### src/rtl/riscv_pkg.sv
// rtl/riscv_pkg.sv - shared state, encoding and opcode definitions for the multicycle controller
package riscv_pkg;

    typedef enum logic [3:0] {
        S_FETCH,
        S_DECODE,
        S_MEMADR,
        S_MEMRD,
        S_MEMWB,
        S_MEMWR,
        S_EXEC_R,
        S_EXEC_I,
        S_ALUWB,
        S_JAL,
        S_ERROR
    } state_t;

    localparam logic [1:0] IMM_I = 2'd0;
    localparam logic [1:0] IMM_S = 2'd1;
    localparam logic [1:0] IMM_J = 2'd2;

    localparam logic       ADDR_PC      = 1'b0;
    localparam logic       ADDR_ALU_OUT = 1'b1;

    localparam logic [1:0] SRCA_PC     = 2'd0;
    localparam logic [1:0] SRCA_OLD_PC = 2'd1;
    localparam logic [1:0] SRCA_RS1    = 2'd2;

    localparam logic [1:0] SRCB_RS2  = 2'd0;
    localparam logic [1:0] SRCB_IMM  = 2'd1;
    localparam logic [1:0] SRCB_FOUR = 2'd2;

    localparam logic [2:0] ALU_ADD = 3'b000;
    localparam logic [2:0] ALU_SUB = 3'b001;
    localparam logic [2:0] ALU_AND = 3'b010;
    localparam logic [2:0] ALU_OR  = 3'b011;
    localparam logic [2:0] ALU_SLT = 3'b100;

    localparam logic [1:0] RES_ALU_OUT    = 2'd0;
    localparam logic [1:0] RES_MEM_DATA   = 2'd1;
    localparam logic [1:0] RES_ALU_RESULT = 2'd2;

    localparam logic [6:0] OP_LOAD  = 7'b0000011;
    localparam logic [6:0] OP_STORE = 7'b0100011;
    localparam logic [6:0] OP_RTYPE = 7'b0110011;
    localparam logic [6:0] OP_ITYPE = 7'b0010011;
    localparam logic [6:0] OP_JAL   = 7'b1101111;

endpackage

### src/rtl/riscv_alu_decoder.sv
// rtl/riscv_alu_decoder.sv - combinational funct3/funct7b5 to alu_ctrl decode with legality flag
module riscv_alu_decoder
    import riscv_pkg::*;
(
    input  logic [2:0] funct3,
    input  logic       funct7b5,
    input  logic       is_rtype,
    output logic [2:0] alu_ctrl,
    output logic       legal
);

    always_comb begin
        alu_ctrl = ALU_ADD;
        legal    = 1'b1;
        case (funct3)
            3'b000:  alu_ctrl = (is_rtype && funct7b5) ? ALU_SUB : ALU_ADD;
            3'b010:  alu_ctrl = ALU_SLT;
            3'b110:  alu_ctrl = ALU_OR;
            3'b111:  alu_ctrl = ALU_AND;
            default: legal = 1'b0;
        endcase
    end

endmodule

### src/rtl/riscv_multicycle_ctrl.sv
// rtl/riscv_multicycle_ctrl.sv - multicycle RISC-V control FSM with memory wait timeout and sticky error flags
module riscv_multicycle_ctrl
    import riscv_pkg::*;
#(
    parameter int unsigned MEM_TIMEOUT = 255
) (
    input  logic       clk,
    input  logic       rst_n,
    input  logic [6:0] op,
    input  logic [2:0] funct3,
    input  logic       funct7b5,
    input  logic       mem_ready,
    output logic       mem_req,
    output logic       mem_we,
    output logic       addr_src,
    output logic       ir_write,
    output logic       pc_write,
    output logic       reg_write,
    output logic [1:0] imm_sel,
    output logic [1:0] alu_src_a,
    output logic [1:0] alu_src_b,
    output logic [2:0] alu_ctrl,
    output logic [1:0] result_src,
    output logic       illegal,
    output logic       timeout
);

    localparam int unsigned    CNT_W   = $clog2(MEM_TIMEOUT + 1);
    localparam logic [CNT_W-1:0] CNT_MAX = CNT_W'(MEM_TIMEOUT);
    localparam logic [CNT_W-1:0] CNT_ONE = CNT_W'(1);

    state_t           state_q, state_d;
    logic [CNT_W-1:0] wait_cnt_q, wait_cnt_d;
    logic             illegal_q, illegal_d;
    logic             timeout_q, timeout_d;

    logic mem_req_c, mem_we_c, ir_write_c, pc_write_c, reg_write_c;
    logic ill_entry, to_entry;
    logic [2:0] dec_alu_ctrl;
    logic       dec_legal;

    riscv_alu_decoder u_alu_decoder (
        .funct3   (funct3),
        .funct7b5 (funct7b5),
        .is_rtype (op == OP_RTYPE),
        .alu_ctrl (dec_alu_ctrl),
        .legal    (dec_legal)
    );

    always_comb begin
        state_d     = state_q;
        mem_req_c   = 1'b0;
        mem_we_c    = 1'b0;
        ir_write_c  = 1'b0;
        pc_write_c  = 1'b0;
        reg_write_c = 1'b0;
        addr_src    = ADDR_PC;
        imm_sel     = IMM_I;
        alu_src_a   = SRCA_PC;
        alu_src_b   = SRCB_RS2;
        alu_ctrl    = ALU_ADD;
        result_src  = RES_ALU_OUT;
        ill_entry   = 1'b0;
        to_entry    = 1'b0;

        case (state_q)
            S_FETCH: begin
                mem_req_c  = 1'b1;
                alu_src_b  = SRCB_FOUR;
                result_src = RES_ALU_RESULT;
                if (mem_ready) begin
                    ir_write_c = 1'b1;
                    pc_write_c = 1'b1;
                    state_d    = S_DECODE;
                end
            end
            S_DECODE: begin
                alu_src_a = SRCA_OLD_PC;
                alu_src_b = SRCB_IMM;
                imm_sel   = IMM_J;
                case (op)
                    OP_LOAD, OP_STORE: state_d = S_MEMADR;
                    OP_RTYPE:          state_d = S_EXEC_R;
                    OP_ITYPE:          state_d = S_EXEC_I;
                    OP_JAL:            state_d = S_JAL;
                    default: begin
                        state_d   = S_ERROR;
                        ill_entry = 1'b1;
                    end
                endcase
            end
            S_MEMADR: begin
                alu_src_a = SRCA_RS1;
                alu_src_b = SRCB_IMM;
                imm_sel   = (op == OP_STORE) ? IMM_S : IMM_I;
                state_d   = (op == OP_STORE) ? S_MEMWR : S_MEMRD;
            end
            S_MEMRD: begin
                mem_req_c = 1'b1;
                addr_src  = ADDR_ALU_OUT;
                if (mem_ready) state_d = S_MEMWB;
            end
            S_MEMWB: begin
                result_src  = RES_MEM_DATA;
                reg_write_c = 1'b1;
                state_d     = S_FETCH;
            end
            S_MEMWR: begin
                mem_req_c = 1'b1;
                mem_we_c  = 1'b1;
                addr_src  = ADDR_ALU_OUT;
                if (mem_ready) state_d = S_FETCH;
            end
            S_EXEC_R, S_EXEC_I: begin
                alu_src_a = SRCA_RS1;
                alu_src_b = (state_q == S_EXEC_I) ? SRCB_IMM : SRCB_RS2;
                alu_ctrl  = dec_alu_ctrl;
                state_d   = dec_legal ? S_ALUWB : S_ERROR;
                ill_entry = !dec_legal;
            end
            S_ALUWB: begin
                reg_write_c = 1'b1;
                state_d     = S_FETCH;
            end
            S_JAL: begin
                alu_src_a  = SRCA_OLD_PC;
                alu_src_b  = SRCB_FOUR;
                pc_write_c = 1'b1;
                state_d    = S_ALUWB;
            end
            S_ERROR: state_d = S_ERROR;
            default: state_d = S_ERROR;
        endcase

        // A completing access always wins; only a still-stalled request at the limit times out.
        if (mem_req_c && !mem_ready && wait_cnt_q == CNT_MAX) begin
            state_d  = S_ERROR;
            to_entry = 1'b1;
            mem_we_c = 1'b0;
        end

        wait_cnt_d = wait_cnt_q;
        if (state_d != state_q && (state_d inside {S_FETCH, S_MEMRD, S_MEMWR})) begin
            wait_cnt_d = '0;
        end else if (mem_req_c && !mem_ready && wait_cnt_q != CNT_MAX) begin
            wait_cnt_d = wait_cnt_q + CNT_ONE;
        end

        illegal_d = illegal_q | ill_entry;
        timeout_d = timeout_q | to_entry;
    end

    always_ff @(posedge clk or negedge rst_n) begin
        if (!rst_n) begin
            state_q    <= S_FETCH;
            wait_cnt_q <= '0;
            illegal_q  <= 1'b0;
            timeout_q  <= 1'b0;
        end else begin
            state_q    <= state_d;
            wait_cnt_q <= wait_cnt_d;
            illegal_q  <= illegal_d;
            timeout_q  <= timeout_d;
        end
    end

    // Enables are gated by rst_n so nothing fires while reset is held in FETCH.
    assign mem_req   = mem_req_c & rst_n;
    assign mem_we    = mem_we_c & rst_n;
    assign ir_write  = ir_write_c & rst_n;
    assign pc_write  = pc_write_c & rst_n;
    assign reg_write = reg_write_c & rst_n;
    assign illegal   = illegal_q;
    assign timeout   = timeout_q;

endmodule
### config.mk
export PLATFORM = sky130hd
export DESIGN_NAME = riscv_multicycle_ctrl
export DESIGN_NICKNAME = d
export VERILOG_FILES = /design/src/rtl/riscv_pkg.sv /design/src/rtl/riscv_alu_decoder.sv /design/src/rtl/riscv_multicycle_ctrl.sv
export SDC_FILE = /design/constraint.sdc
export NUM_CORES = 1
export LEC_CHECK = 0
export BUFFER_PORTS_ARGS = -buffer_cell sky130_fd_sc_hd__buf_2
export CAP_MARGIN = 25
export CORE_MARGIN = 2
export CORE_UTILIZATION = 47
export DETAILED_ROUTE_END_ITERATION = 6
export GPL_ROUTABILITY_DRIVEN = 0
export PLACE_DENSITY = 0.73
export SKIP_CTS_REPAIR_TIMING = 1
export SLEW_MARGIN = 20
export SYNTH_ARGS = -nofsm -noshare
export SYNTH_HDL_FRONTEND = slang
export SYNTH_SLANG_ARGS = --single-unit
export TNS_END_PERCENT = 20
### constraint.sdc
create_clock -name clk -period 2 [get_ports clk]
set_clock_uncertainty 0.15 [all_clocks]
set_input_delay 0.4 -clock clk [delete_from_list [all_inputs] [get_ports clk]]
set_output_delay 0.4 -clock clk [all_outputs]
set_load 0.05 [all_outputs]
======== Word-level counts from Yosys, hierarchy flattened ========
Index checks and enable logic that the tools add are counted.
storage, ports and cells
  flip-flop bits (word level) ............. 14
  input bits .............................. 14
  output and inout bits ................... 19
operators by class
  $add $sub $neg .......................... 1
  eq/ne operators ......................... 22
  mux-type cells .......................... 31
  bitwise logic cells ..................... 7
  reductions and logical operators ........ 23
operators with widths
  operator                                        number
  case mux 4 bit (8 select lines)                 1
  == test 4 x 3 -> 1 bit (second input constant)  5
  2-to-1 mux 4 bit                                4
  2-to-1 mux 8 bit                                2
  case mux 4 bit (4 select lines)                 1
  == test 7 x 6 -> 1 bit (second input constant)  2
  OR reduction 2 bit                              7
  2-to-1 mux 1 bit                                13
  == test 4 x 2 -> 1 bit (second input constant)  3
  case mux 2 bit (2 select lines)                 3
  case mux 3 bit (4 select lines)                 1
  adder 8 x 1 -> 8 bit (second input constant)    1
  == test 4 bit (second input constant)           2
  == test 8 bit (second input constant)           1
  logical NOT 4 bit                               2
  inequality test 8 bit (second input constant)   1
  == test 7 x 2 -> 1 bit (second input constant)  1
  == test 7 x 5 -> 1 bit (second input constant)  1
  == test 7 bit (second input constant)           1
  == test 3 bit (second input constant)           2
  2-to-1 mux 3 bit                                2
  case mux 2 bit (3 select lines)                 1
  OR reduction 3 bit                              2
  bitwise AND 1 bit                               5
  13 further kinds                                20

======== Logic depth before layout (Yosys ltp) ========
Gate-level depths: netlist of the first run.
  depth in word-level cells ............... 10
  mapped depth ............................ 9

======== By module ========
From an unflattened synthesis of the first run, not the netlist that was laid out.
unflattened totals
  cells, all modules ...................... 150
  area total of the unflattened synthesis .. 1,260.0 µm²
modules (own cells, without submodules)
  module                 instances  cells each  area each (µm²)
  riscv_multicycle_ctrl  1          143         1,217.4
  riscv_alu_decoder      1          7           42.5

======== Least setup slack after synthesis of the first run ========
Ideal clock, no wire load.
  path kind ............................... reg-to-output
  from .................................... register state_q[1]
  to ...................................... output pc_write
  arrival time ............................ 3.566 ns
  path slack .............................. -2.116 ns
  stages on the path, launching flop included .. 6
  path buffers ............................ 2
  cells stage by stage .................... dfrtp_1 -> buf_4 -> clkbuf_1 -> nor4_1 -> and3_1 -> a31o_1
between the ends
  longest elaborated chain between the ends .. 3
  elaborated cells between the ends (all ways) .. 4
ends and longest elaborated chain
  element                                             RTL line                      RTL
  start, declared                                     riscv_multicycle_ctrl.sv:32   state_t state_q, state_d;
  start signal, assigned                              riscv_multicycle_ctrl.sv:160  state_q <= state_d;
  == test 4 bit or logical NOT 4 bit (tied branches)  riscv_multicycle_ctrl.sv:66   case (state_q)
  case mux 1 bit (2 select lines) (*)                 riscv_multicycle_ctrl.sv:66
  bitwise AND 1 bit (*)                               riscv_multicycle_ctrl.sv:171  assign pc_write = pc_write_c & rst_n;
  end, declared                                       riscv_multicycle_ctrl.sv:17   output logic pc_write,
Mark *: on every way between the ends. The rest lies on a longest branch, timed or not.

======== Worst setup path in the final report of the first run ========
  from .................................... register state_q[1]
  to ...................................... register wait_cnt_q[7]
between the ends
  longest elaborated chain between the ends .. 10
  elaborated cells between the ends (all ways) .. 30
ends and longest elaborated chain
  element                                                 RTL line                      RTL
  == test 4 x 3 -> 1 bit (tied with other cells)          riscv_multicycle_ctrl.sv:66
  OR reduction 3 bit (no line)                            n/a
  2-to-1 mux 1 bit                                        riscv_multicycle_ctrl.sv:66
  logical AND 1 bit (2 in series)                         riscv_multicycle_ctrl.sv:136  if (mem_req_c && !mem_ready && wait_cnt_q == CNT_MAX) begin
  2-to-1 mux 4 bit (*)                                    riscv_multicycle_ctrl.sv:136
  net state_d[0]                                          riscv_multicycle_ctrl.sv:32
  == test 4 x 2 -> 1 bit (tied with other cells)          riscv_multicycle_ctrl.sv:143  if (state_d != state_q && (state_d inside {S_FETCH, S_MEMRD, S_MEMWR})) begin
  nonzero test 3 bit                                      riscv_multicycle_ctrl.sv:143
  logical AND 1 bit (*)                                   riscv_multicycle_ctrl.sv:143
  2-to-1 mux 8 bit or nonzero test 2 bit (tied branches)  n/a
  end signal, assigned                                    riscv_multicycle_ctrl.sv:161  wait_cnt_q <= wait_cnt_d;
  end, declared                                           riscv_multicycle_ctrl.sv:33   logic [CNT_W-1:0] wait_cnt_q, wait_cnt_d;
Mark *: on every way through the listed nets, which the timed path passes. The rest lies on a longest branch.
A chain may end at the register's enable or synchronous reset.

==> results.txt, run 1 <==
The clock slew seen by the registers of the worst setup and hold paths is 0.10 ns. The final reports fail on setup timing. The cell area power density is 263.1 nW/um^2.

The count of final setup violators came out at 26. Counting instances, the worst hold path has a depth of 1. Of the synthesized area, sequential elements account for 28.78%. Setup repair after global routing could not meet its margin everywhere. Entering global routing, the biggest net connects 15 pins.

The post-placement worst setup slack came out at -0.5232 ns. Setup slack on the critical path of the routed design comes to -0.4078 ns. The number of clock sinks is 14. The slack of the worst reg-to-reg path came out at -0.41 ns.

The final-layout setup total negative slack is -6.816 ns. The routed wire length came out at approximately 5.5 mm. The slew at the pin closest to its max-slew limit is 0.3580 ns. The die covers 3013 um^2. The worst register-to-register path begins at state_q[1]$_DFF_PN0_.

The initial antenna violation count came out at 0. The worst setup path is launched from a flop. The buffer cell driving the clock tree root is sky130_fd_sc_hd__clkbuf_4. For this design the static power due to leakage is 1.005 nW. The number of hold-slack violations in the final timing report was 0. The global-route wire length before repair is 5.230 mm. The via density per instance came out at 6.130. In the final layout, the share of cells above drive strength 1 is between 50% and 60%. The number of buffer cells added on primary ports is 32. Counting along the longest clock path gives a buffer depth of 2.

The worst hold path terminates at timeout$_DFF_PN0_. The number of cell rows is 18. The layout has 101 filler cells.

The synthesized area per cell came out at 7.905 um^2. The startpoint of the most critical hold path is timeout$_DFF_PN0_. The number of enable flip-flop cells after synthesis is 0.

The endpoint identified for the worst register-to-register timing path is wait_cnt_q[7]$_DFFE_PN0P_. The boundary pin count came out at 33. The number of library cell types mapped by synthesis is 45. The final net count is 263.

The number of detailed-routing iterations run before antenna repair is 4. The count of maximum capacitance violations is 0. Summed over all nets, the half-perimeter wirelength after detailed placement is 2.713 mm. For this run, asynchronously set or reset flops after synthesis account for between 90% and 100%. The initial utilization of the core area, before any placement, comes to 49.59%. The maximum VDD drop is between 0.3 and 0.4 mV. The maximum fanout encountered on the critical timing path is 5. The number of pins exceeding their max-slew limit in the final report was 0.

The floorplan step set the die width to 54.90 um. The TritonCTS clock tree is built. For this run, the leading register cell type out of synthesis is sky130_fd_sc_hd__dfrtp_1.

Dividing the detail-routed wire length by the instance count gives a little under 20 um. The run finished, with violations left. The arrival time at the worst endpoint is 2.44 ns.

The relative area change from synthesis to final layout is 85.92%. In this run the worst hold path is classified as flop to flop. At the later pin of the worst-skew pair, clock insertion delay measures roughly 0.3 ns. The die height is 54.90 um. In this run the number of H-tree levels came out at 1. Leaving out fill and tap cells, the most frequent cell in the layout is sky130_fd_sc_hd__buf_4. The initial DRC count is 89.

The maximum achievable frequency is 0.4153 GHz. The register bit count reported by yosys is 14. The count of yosys warnings during synthesis came out at 0. After synthesis the cells add up to around 1200 um^2. The diode insertion count for antenna repair came out at 0. The core box area is 2455 um^2. The routed design could run at a clock period as short as 2.408 ns. The worst setup path is of the flop to flop kind. Data on the critical path is required at its endpoint by 2.04 ns. Measured in cells, the most critical reg-to-reg path has a length of 10.

Global routing consumed, over all layers together, around a quarter of the routing resources. The worst pin sits at a relative slew slack of 76.14%. In this run, CTS created clock tree buffers numbering 3.

For this run the aggregate overflow at the end of global routing stands at 0. The via count of the first global-routing pass was ~1300. The number of nets with antenna violations after routing is 0. The number of instances in the synthesized netlist is ~150.

The worst setup path is captured at a flop. The number of design rule violations left after detail routing is 0. Leaving out fill and tap cells, the most frequent cells in the layout are sky130_fd_sc_hd__buf_4, sky130_fd_sc_hd__buf_6, sky130_fd_sc_hd__buf_2, sky130_fd_sc_hd__nand2_1, sky130_fd_sc_hd__nor2_1.

The number of nets in the synthesized netlist is between 150 and 200. The final period utilization came out at 120.4%. The detailed-route via count came out at 1698.
[synthesized netlist by cell type, types with 2 or more instances]
master	number	area share, %
sky130_fd_sc_hd__xor2_1	7	5.0
sky130_fd_sc_hd__o21ai_0	3	1.2
sky130_fd_sc_hd__nor2b_1	4	2.1
sky130_fd_sc_hd__nand2b_1	5	2.6
sky130_fd_sc_hd__mux2i_1	2	1.6
sky130_fd_sc_hd__nor4_2	2	2.1
sky130_fd_sc_hd__clkbuf_1	3	0.92
sky130_fd_sc_hd__buf_2	4	1.6
sky130_fd_sc_hd__inv_1	8	2.5
sky130_fd_sc_hd__a21oi_1	3	1.2
sky130_fd_sc_hd__o21ai_1	2	0.82
sky130_fd_sc_hd__xnor2_1	4	2.9
sky130_fd_sc_hd__a211oi_1	3	1.8
sky130_fd_sc_hd__nor2_2	2	1.0
sky130_fd_sc_hd__nor3b_1	3	1.8
sky130_fd_sc_hd__dfrtp_1	14	29
sky130_fd_sc_hd__and3_1	5	2.6
sky130_fd_sc_hd__o21bai_1	2	1.2
sky130_fd_sc_hd__or3_1	2	1.0
sky130_fd_sc_hd__nor3_1	4	1.6
sky130_fd_sc_hd__nand3b_1	3	1.8
sky130_fd_sc_hd__nand4_1	4	2.1
sky130_fd_sc_hd__nor4_1	3	1.5
sky130_fd_sc_hd__nor2_1	21	6.5
sky130_fd_sc_hd__nand3_1	6	2.5
sky130_fd_sc_hd__a211oi_4	2	3.3
sky130_fd_sc_hd__nand2_1	15	4.6
[report_power, final]
part / switching (mW) / leakage (nW) / internal [mW]
clock: 0.112 / 0.0210 / 0.111
combinational: 0.0463 / 0.810 / 0.0410
sequential: 0.000898 / 0.174 / 0.284
total: 0.159 / 1.00 / 0.436
[per-stage QoR]
stage,total power [mW],util [%],area (um^2),hold slack [ns],instances
2_1_floorplan,0.3132,-,1321,-0.04559,154
3_3_place_gp,0.3640,74.46,1828,0.2809,260
3_5_place_dp,0.3674,74.46,1828,0.2887,260
4_1_cts,0.5677,75.94,1864,-0.01758,264
5_1_grt,0.6083,92.20,2263,0.3631,277
6_report,0.5955,92.20,2263,0.3348,277
[state kept, by name, indices dropped and copies added, names as in the netlist]
signal and count:
state_q 4, illegal 1, timeout 1, wait_cnt_q 8
[final cells by class]
cell class                      count  area, um^2  area share [%]
Inverter                            8       30.03           1.327
Timing Repair Buffer               97       789.5           34.88
Sequential cell                    14       354.1           15.64
Tap cell                           30       37.54           1.658
Multi-Input combinational cell    124        1016           44.89
Clock buffer                        4       36.28           1.603
[critical path, cell delays in order, from the launching register on]
cell	delay, ns
sky130_fd_sc_hd__dfrtp_2	0.46
sky130_fd_sc_hd__buf_6	0.14
sky130_fd_sc_hd__buf_4	0.14
sky130_fd_sc_hd__buf_4	0.15
sky130_fd_sc_hd__o21ai_1	0.22
sky130_fd_sc_hd__inv_1	0.12
sky130_fd_sc_hd__a211oi_4	0.27
sky130_fd_sc_hd__xnor2_1	0.17
sky130_fd_sc_hd__a211oi_4	0.28
sky130_fd_sc_hd__buf_6	0.16
sky130_fd_sc_hd__nor2_2	0.04
[kinds of logic (layout without fill, tap and decap cells)]
family	after synthesis	in the layout	synth area share (%)
compound gates	25	25	16.55
xor+xnor	11	11	7.913
fa+ha+maj	1	1	1.028
buf+inv	16	109	5.653
flops	14	14	28.78
mux	2	2	1.644
simple gates	85	85	38.44
[per-layer routing]
metal  vias to the layer above  GRT usage (%)  share of wire (%)
met4                         0          6.098                5.2
li1                        733              -                  -
met5                         -              0                  0
met3                        36          3.495                8.0
met2                       121          43.85                 51
met1                       808          30.53                 36
[worst max path at each step]
stage / startpoint / end / slack, ns / depth (start not counted)
after global routing: state_q[1]$_DFF_PN0_ / wait_cnt_q[7]$_DFFE_PN0P_ / -0.46 / 10
after global placement: op[3] / wait_cnt_q[6]$_DFFE_PN0P_ / -0.42 / 8
after detailed placement: op[3] / wait_cnt_q[0]$_DFFE_PN0P_ / -0.52 / 8
final: state_q[1]$_DFF_PN0_ / wait_cnt_q[7]$_DFFE_PN0P_ / -0.41 / 10
after CTS: state_q[0]$_DFF_PN0_ / pc_write / -0.52 / 6
after floorplan: state_q[2]$_DFF_PN0_ / pc_write / -0.57 / 5
Note: power is estimated with default switching activity, not from simulation.
==> run 2: changes to the inputs <==
Settings changed: CELL_PAD_IN_SITES_DETAIL_PLACEMENT set to 1, CELL_PAD_IN_SITES_GLOBAL_PLACEMENT set to 1, CORE_UTILIZATION 47 to 34.
==> run 2 against run 1 <==
Against the previous run: the flow still finishes with violations (setup timing); worst setup slack got worse by 0.0037 ns; highest routed layer unchanged; non-clock buffer count decreased by 9; sequential power about the same; power decreased by 3.4%; cell count increased by 2.5%; global-route usage decreased by 2.3 points; die area increased by 35%; clock-buffer cell count unchanged; register-to-register slack about the same; sequential share of layout area increased by 0.88 points.
==> results.txt, run 2 (synthesis gave the netlist of run 1 again) <==
The run finished, with violations left. The checks that failed: setup timing. CTS placed an instance of sky130_fd_sc_hd__clkbuf_4 at the clock tree root.

TritonCTS built the clock tree. The number of placed instances, taps included, is 273. The final cell count without fillers came out at between 200 and 300. The final period utilization is 120.6%. In the layout the commonest cells are sky130_fd_sc_hd__buf_4, sky130_fd_sc_hd__nor2_1, sky130_fd_sc_hd__buf_2, sky130_fd_sc_hd__nand2_1. The count of final setup violators came out at 25. The required arrival time at the worst endpoint came out at 2.01 ns. After layout, the minimum clock period comes to 2.411 ns. The number of pins exceeding their max-slew limit in the final report is 0. The slew at the pin closest to its max-slew limit came out at 0.4349 ns. For this design the static power due to leakage is approximately 0.95 nW. The worst hold slack after final layout came out at 0.3268 ns.

In this run the worst hold path is classified as flop to flop. The number of hold-slack violations in the final timing report is 0. The flip-flop count of the largest register, all copies and words added came out at 8.

In this run the worst path has a maximum fanout of 8. Global routing used 22.07% of the available tracks across all layers. The initial antenna violation count came to 0. With fillers left out, the area of the finished cells amounts to around 2100 um^2. The number of cell rows came out at 21. The proportion of layout cells with a drive suffix above 1 came out at 53.78%. At the worst endpoint, the arrival time is 2.42 ns. The floorplan step set the die width to 63.84 um. The count of buffers added on input and output ports is 32. The count of nets left with antenna violations once routing finished came out at 0. The final core utilization is 63.23%. The final-layout setup total negative slack came out at -6.755 ns.

The placed cell area is 1826 um^2. Once routing completed, OpenROAD measured the worst setup slack at -0.4115 ns. The relative slew slack came out at 70.55%.

The maximum number of pins on one net before global-route repair came out at 15. Setup repair after global routing could not meet its margin everywhere. The most common library cell in the layout ignoring fill and taps is sky130_fd_sc_hd__buf_4. The number of clock sinks came out at 14.

The maximum VDD drop is ~0.31 mV. The final HPWL from detailed placement came out at 3.498 mm. The via count of the first global-routing pass is 1574. The initial DRC count is 57. The post-placement worst setup slack is -0.5501 ns. For the worst-skew pair, the clock arrives at the later sink with an insertion delay of 0.28 ns.

The capturing element type of the critical path is a flop. The number of clock buffers added by TritonCTS is 3. The detailed-route via count came out at 1541. The setup path with the least slack is of type flop to flop.

After clock tree synthesis, the clock-pin slew on the worst setup and hold paths is 0.09 ns. Dividing the detail-routed wire length by the instance count gives roughly 19 um. The tool flagged a number of max-cap violations equal to 0. For this design the top-level I/O count stands at 33. For this configuration, the core starts out at a cell density of 35.92%. The die area came out at roughly 4100 um^2. The diode insertion count for antenna repair is 0. The final net count came out at 254. The relative area change from synthesis to final layout came out at 76.05%. The leftover overflow at the end of global routing is 0. The number of detailed-routing iterations run before antenna repair is 4. After layout, the design draws a total of 575.6 uW.

The number of H-tree levels came out at 1. The cell area power density came out at 268.5 nW/um^2. The maximum clock insertion buffer count is 2. The final layout contains routed wiring with a total length of 5.449 mm.

The global-route wire length before repair is about 7 mm. The maximum achievable frequency is ~0.41 GHz. The via density per instance came out at 5.426. The number of design rule violations left after detail routing is 0. wait_cnt_q holds more flip-flops than any other register. The worst setup path is launched from a flop.

The die height came out at about 64 um. The core box area is roughly 3400 um^2. The largest registers in the layout are wait_cnt_q x8, state_q x4.
## run 2: cell count changes in the layout (fill, tap and decap cells not counted), sizes merged
| cell | before | now |
|---|---|---|
| buf | 95 | 86 |
## run 2: power by group
part / switching [mW] / leakage (nW) / internal [mW] / total [mW]
logic: 0.0462 / 0.750 / 0.0408 / 0.0870
clock network: 0.0927 / 0.0210 / 0.111 / 0.204
registers: 0.000934 / 0.174 / 0.284 / 0.285
## run 2: worst paths after layout
| kind | start | slack (ns) | cells after the start | end |
|---|---|---|---|---|
| hold / removal | illegal$_DFF_PN0_ | 0.33 | 1 | illegal$_DFF_PN0_ |
| hold reg to reg | illegal$_DFF_PN0_ | 0.33 | 1 | illegal$_DFF_PN0_ |
| setup / recovery | state_q[2]$_DFF_PN0_ | -0.41 | 8 | wait_cnt_q[7]$_DFFE_PN0P_ |
| setup reg to reg | state_q[2]$_DFF_PN0_ | -0.41 | 8 | wait_cnt_q[7]$_DFFE_PN0P_ |
| max in group asynchronous | rst_n | 0.96 | 3 | state_q[0]$_DFF_PN0_ |
| min in group asynchronous | rst_n | 0.55 | 3 | wait_cnt_q[0]$_DFFE_PN0P_ |
## run 2: routing by layer
layer | GRT usage, % | routed length, um | part of all wire, % | vias to the layer above
li1 | - | - | - | 715
met1 | 24.92 | 2192 | 40 | 770
met2 | 42.71 | 3004 | 55 | 48
met3 | 3.697 | 168 | 3.1 | 8
met4 | 4.620 | 85 | 1.6 | 0
met5 | 0 | 0 | 0 | -
## run 2: worst max-delay path: stages, from the launching register on
cell	delay (ns)
sky130_fd_sc_hd__dfrtp_2	0.50
sky130_fd_sc_hd__buf_12	0.16
sky130_fd_sc_hd__nand4bb_1	0.27
sky130_fd_sc_hd__o22ai_4	0.20
sky130_fd_sc_hd__and2_4	0.21
sky130_fd_sc_hd__a211oi_4	0.06
sky130_fd_sc_hd__and3b_1	0.22
sky130_fd_sc_hd__a211oi_4	0.39
sky130_fd_sc_hd__nor2_1	0.11
## run 2: final cells by class
cell class,count,area (um^2)
clock buffer,4,36.28
fill,397,1246
inverter,8,30.03
multi-input combinational,124,975.9
sequential,14,354.1
tap,46,57.56
timing repair buffer,88,689.4
==> run 3: changes to the inputs <==
Settings changed: CORE_MARGIN 2 to unset, SLEW_MARGIN 20 to 5.
==> run 3 against run 2 <==
Against the previous run: the run still ends with setup timing left; clock-buffer cell count unchanged; maximum frequency up 1.1%; sequential share of layout area down 0.80 points; critical path depth up 1; die area down 6.2%.
==> results.txt, run 3 (synthesis gave the netlist of run 1 again) <==
The worst setup path is captured at a flop. The completed layout was analyzed and its total power is 578.7 uW. The via count of the first global-routing pass came out at 1505.

On the final layout, the worst hold slack is ~0.33 ns. wait_cnt_q holds more flip-flops than any other register. The via density per instance is 5.495. The final cell count without fillers is 289. The maximum number of pins on one net before global-route repair came out at 15. The startpoint identified for the worst register-to-register timing path is state_q[0]$_DFF_PN0_.

The number of design rule violations left after detail routing came out at 0. The total global routing track utilization is 24.20%. The clock insertion delay at the later pin of the skew report is 0.28 ns.

The proportion of layout cells with a drive suffix above 1 is 59.26%. Clock-pin slew was measured on the worst setup and hold paths at approximately 0.080 ns. The capture instance of the worst register-to-register path is wait_cnt_q[6]$_DFFE_PN0P_. The initial cell density of the core came out at around 36%. The capture point of the critical path is wait_cnt_q[6]$_DFFE_PN0P_. The final HPWL from detailed placement came out at 3.509 mm. TritonCTS built the clock tree. The floorplan step set the die height to 61.84 um. The initialized floorplan defines 21 standard-cell rows. The mean routed wirelength per cell is a little over 20 um. The cell count after placement is roughly 280. 33 I/O pins were placed. The flow ran to the end, but the final reports show violations. The arrival time at the worst endpoint came out at about 2.4 ns. Setup slack on the worst reg-to-reg path comes out at -0.39 ns. The die outline width is 61.84 um. The number of antenna diodes in the final layout is 0. The worst hold path belongs to the class flop to flop. Setup violations remaining at the end of the flow were counted as 25. The relative slew slack is 76.67%. The final core utilization is about two thirds. The routed wire length came out at 5.935 mm. The top cell types in the final layout, fill and taps aside, are sky130_fd_sc_hd__buf_4, sky130_fd_sc_hd__buf_6, sky130_fd_sc_hd__buf_2, sky130_fd_sc_hd__nor2_1, sky130_fd_sc_hd__nand2_1. The detailed-route via count came out at 1588. After floorplanning, the core was sized to cover 3390 um^2. The initial antenna violation count came out at 0. Leaving out fill and tap cells, the most frequent cell in the layout is sky130_fd_sc_hd__buf_4. The flip-flop count of the largest register, all copies and words added came out at 8. The setup slack after layout came out at -0.3855 ns. The number of pins exceeding their max-slew limit in the final report came out at 0.

The worst-case IR drop observed on VDD is 0.2980 mV. The final reports fail on setup timing. In this run the number of H-tree levels came out at 1. The required arrival time at the worst endpoint is 2.02 ns.

The number of nets with antenna violations after routing came out at 0. The initial DRC count came out at 58. By startpoint and endpoint, the worst setup path is classified as flop to flop. The depth of the most critical reg-to-reg path came out at 9.

The final critical delay including setup and external delays is 2.385 ns. The worst setup path is launched from a flop. The relative area change from synthesis to final layout is 84.99%. Setup repair after global routing could not meet its margin everywhere. The largest registers in the layout are wait_cnt_q x8, state_q x4. The maximum achievable frequency came out at 0.4192 GHz.

The final net count is 259. The analysis attributes to cell leakage a power of 0.9765 nW. The first global-routing pass estimated around 6.7 mm of wire. The number of hold-slack violations in the final timing report is 0.

The buffer cell driving the clock tree root is sky130_fd_sc_hd__clkbuf_4. After global routing the overflow that remains totals 0. The critical path startpoint is state_q[0]$_DFF_PN0_. The maximum fanout encountered on the critical timing path came out at 8.

The die covers between 3000 and 4000 um^2. The number of detailed-routing iterations run before antenna repair came out at 4. For this design the ratio of total power to cell area is 257.0 nW/um^2.

The clock net in this run drives a total of 14 sinks. The final period utilization is 119.3%. The slew at the pin closest to its max-slew limit is 0.3500 ns. No sink is reached through more buffers than the 2 on the longest clock path.

Across the run, the number of max-cap violations was 0. In this run the tool buffered the top-level ports with 32 buffer cells. Clock tree synthesis inserted a total of 3 buffers.
==> run 3: layout make-up <==
class / instances / area, um^2
tap: 46 / 57.56
clock buffer: 4 / 36.28
timing repair buffer: 93 / 747.0
inverter: 8 / 30.03
sequential: 14 / 354.1
multi-input combinational: 124 / 1027
fill: 386 / 1137
==> run 3: layer usage <==
layer	GRT usage [%]	vias up	part of all wire [%]	wire, um
li1	-	721	-	-
met1	27.81	788	37	2208
met2	47.00	62	56	3300
met3	3.727	17	4.4	260
met4	4.762	0	2.8	165
met5	0	-	0	0
==> run 3: power breakdown <==
group          switching [mW]  total (mW)  leakage, nW  internal [mW]
Clock                  0.0922       0.203       0.0210          0.111
Combinational          0.0495      0.0907        0.781         0.0412
Sequential           0.000993       0.285        0.174          0.284
Total                   0.143       0.579        0.977          0.436
==> run 3: worst min path at each step <==
stage                              to  depth (start not counted)         startpoint
floorplan           illegal$_DFF_PN0_                          0              rst_n
global placement    timeout$_DFF_PN0_                          2              rst_n
detailed placement  timeout$_DFF_PN0_                          2              rst_n
CTS                 timeout$_DFF_PN0_                          2              rst_n
global route        illegal$_DFF_PN0_                          1  illegal$_DFF_PN0_
finish              illegal$_DFF_PN0_                          1  illegal$_DFF_PN0_
==> run 3: through the flow <==
stage	cell area [um^2]	worst slack [ns]	TNS [ns]
after floorplan	1321	-0.5739	-6.471
after global placement	1848	-0.4226	-4.367
after detailed placement	1848	-0.5666	-5.861
after CTS	1884	-0.5116	-9.123
after global routing	2252	-0.4462	-7.896
final	2252	-0.3855	-6.282
==> run 3: worst max-delay path: stages, from the launching register on <==
cell                       delay (ns)
sky130_fd_sc_hd__dfrtp_2         0.44
sky130_fd_sc_hd__nor2b_1         0.31
sky130_fd_sc_hd__nand2_1         0.16
sky130_fd_sc_hd__o21ai_1         0.26
sky130_fd_sc_hd__a311oi_2        0.10
sky130_fd_sc_hd__buf_4           0.17
sky130_fd_sc_hd__and3b_2         0.21
sky130_fd_sc_hd__a211oi_4        0.21
sky130_fd_sc_hd__buf_6           0.18
sky130_fd_sc_hd__nor2_1          0.07
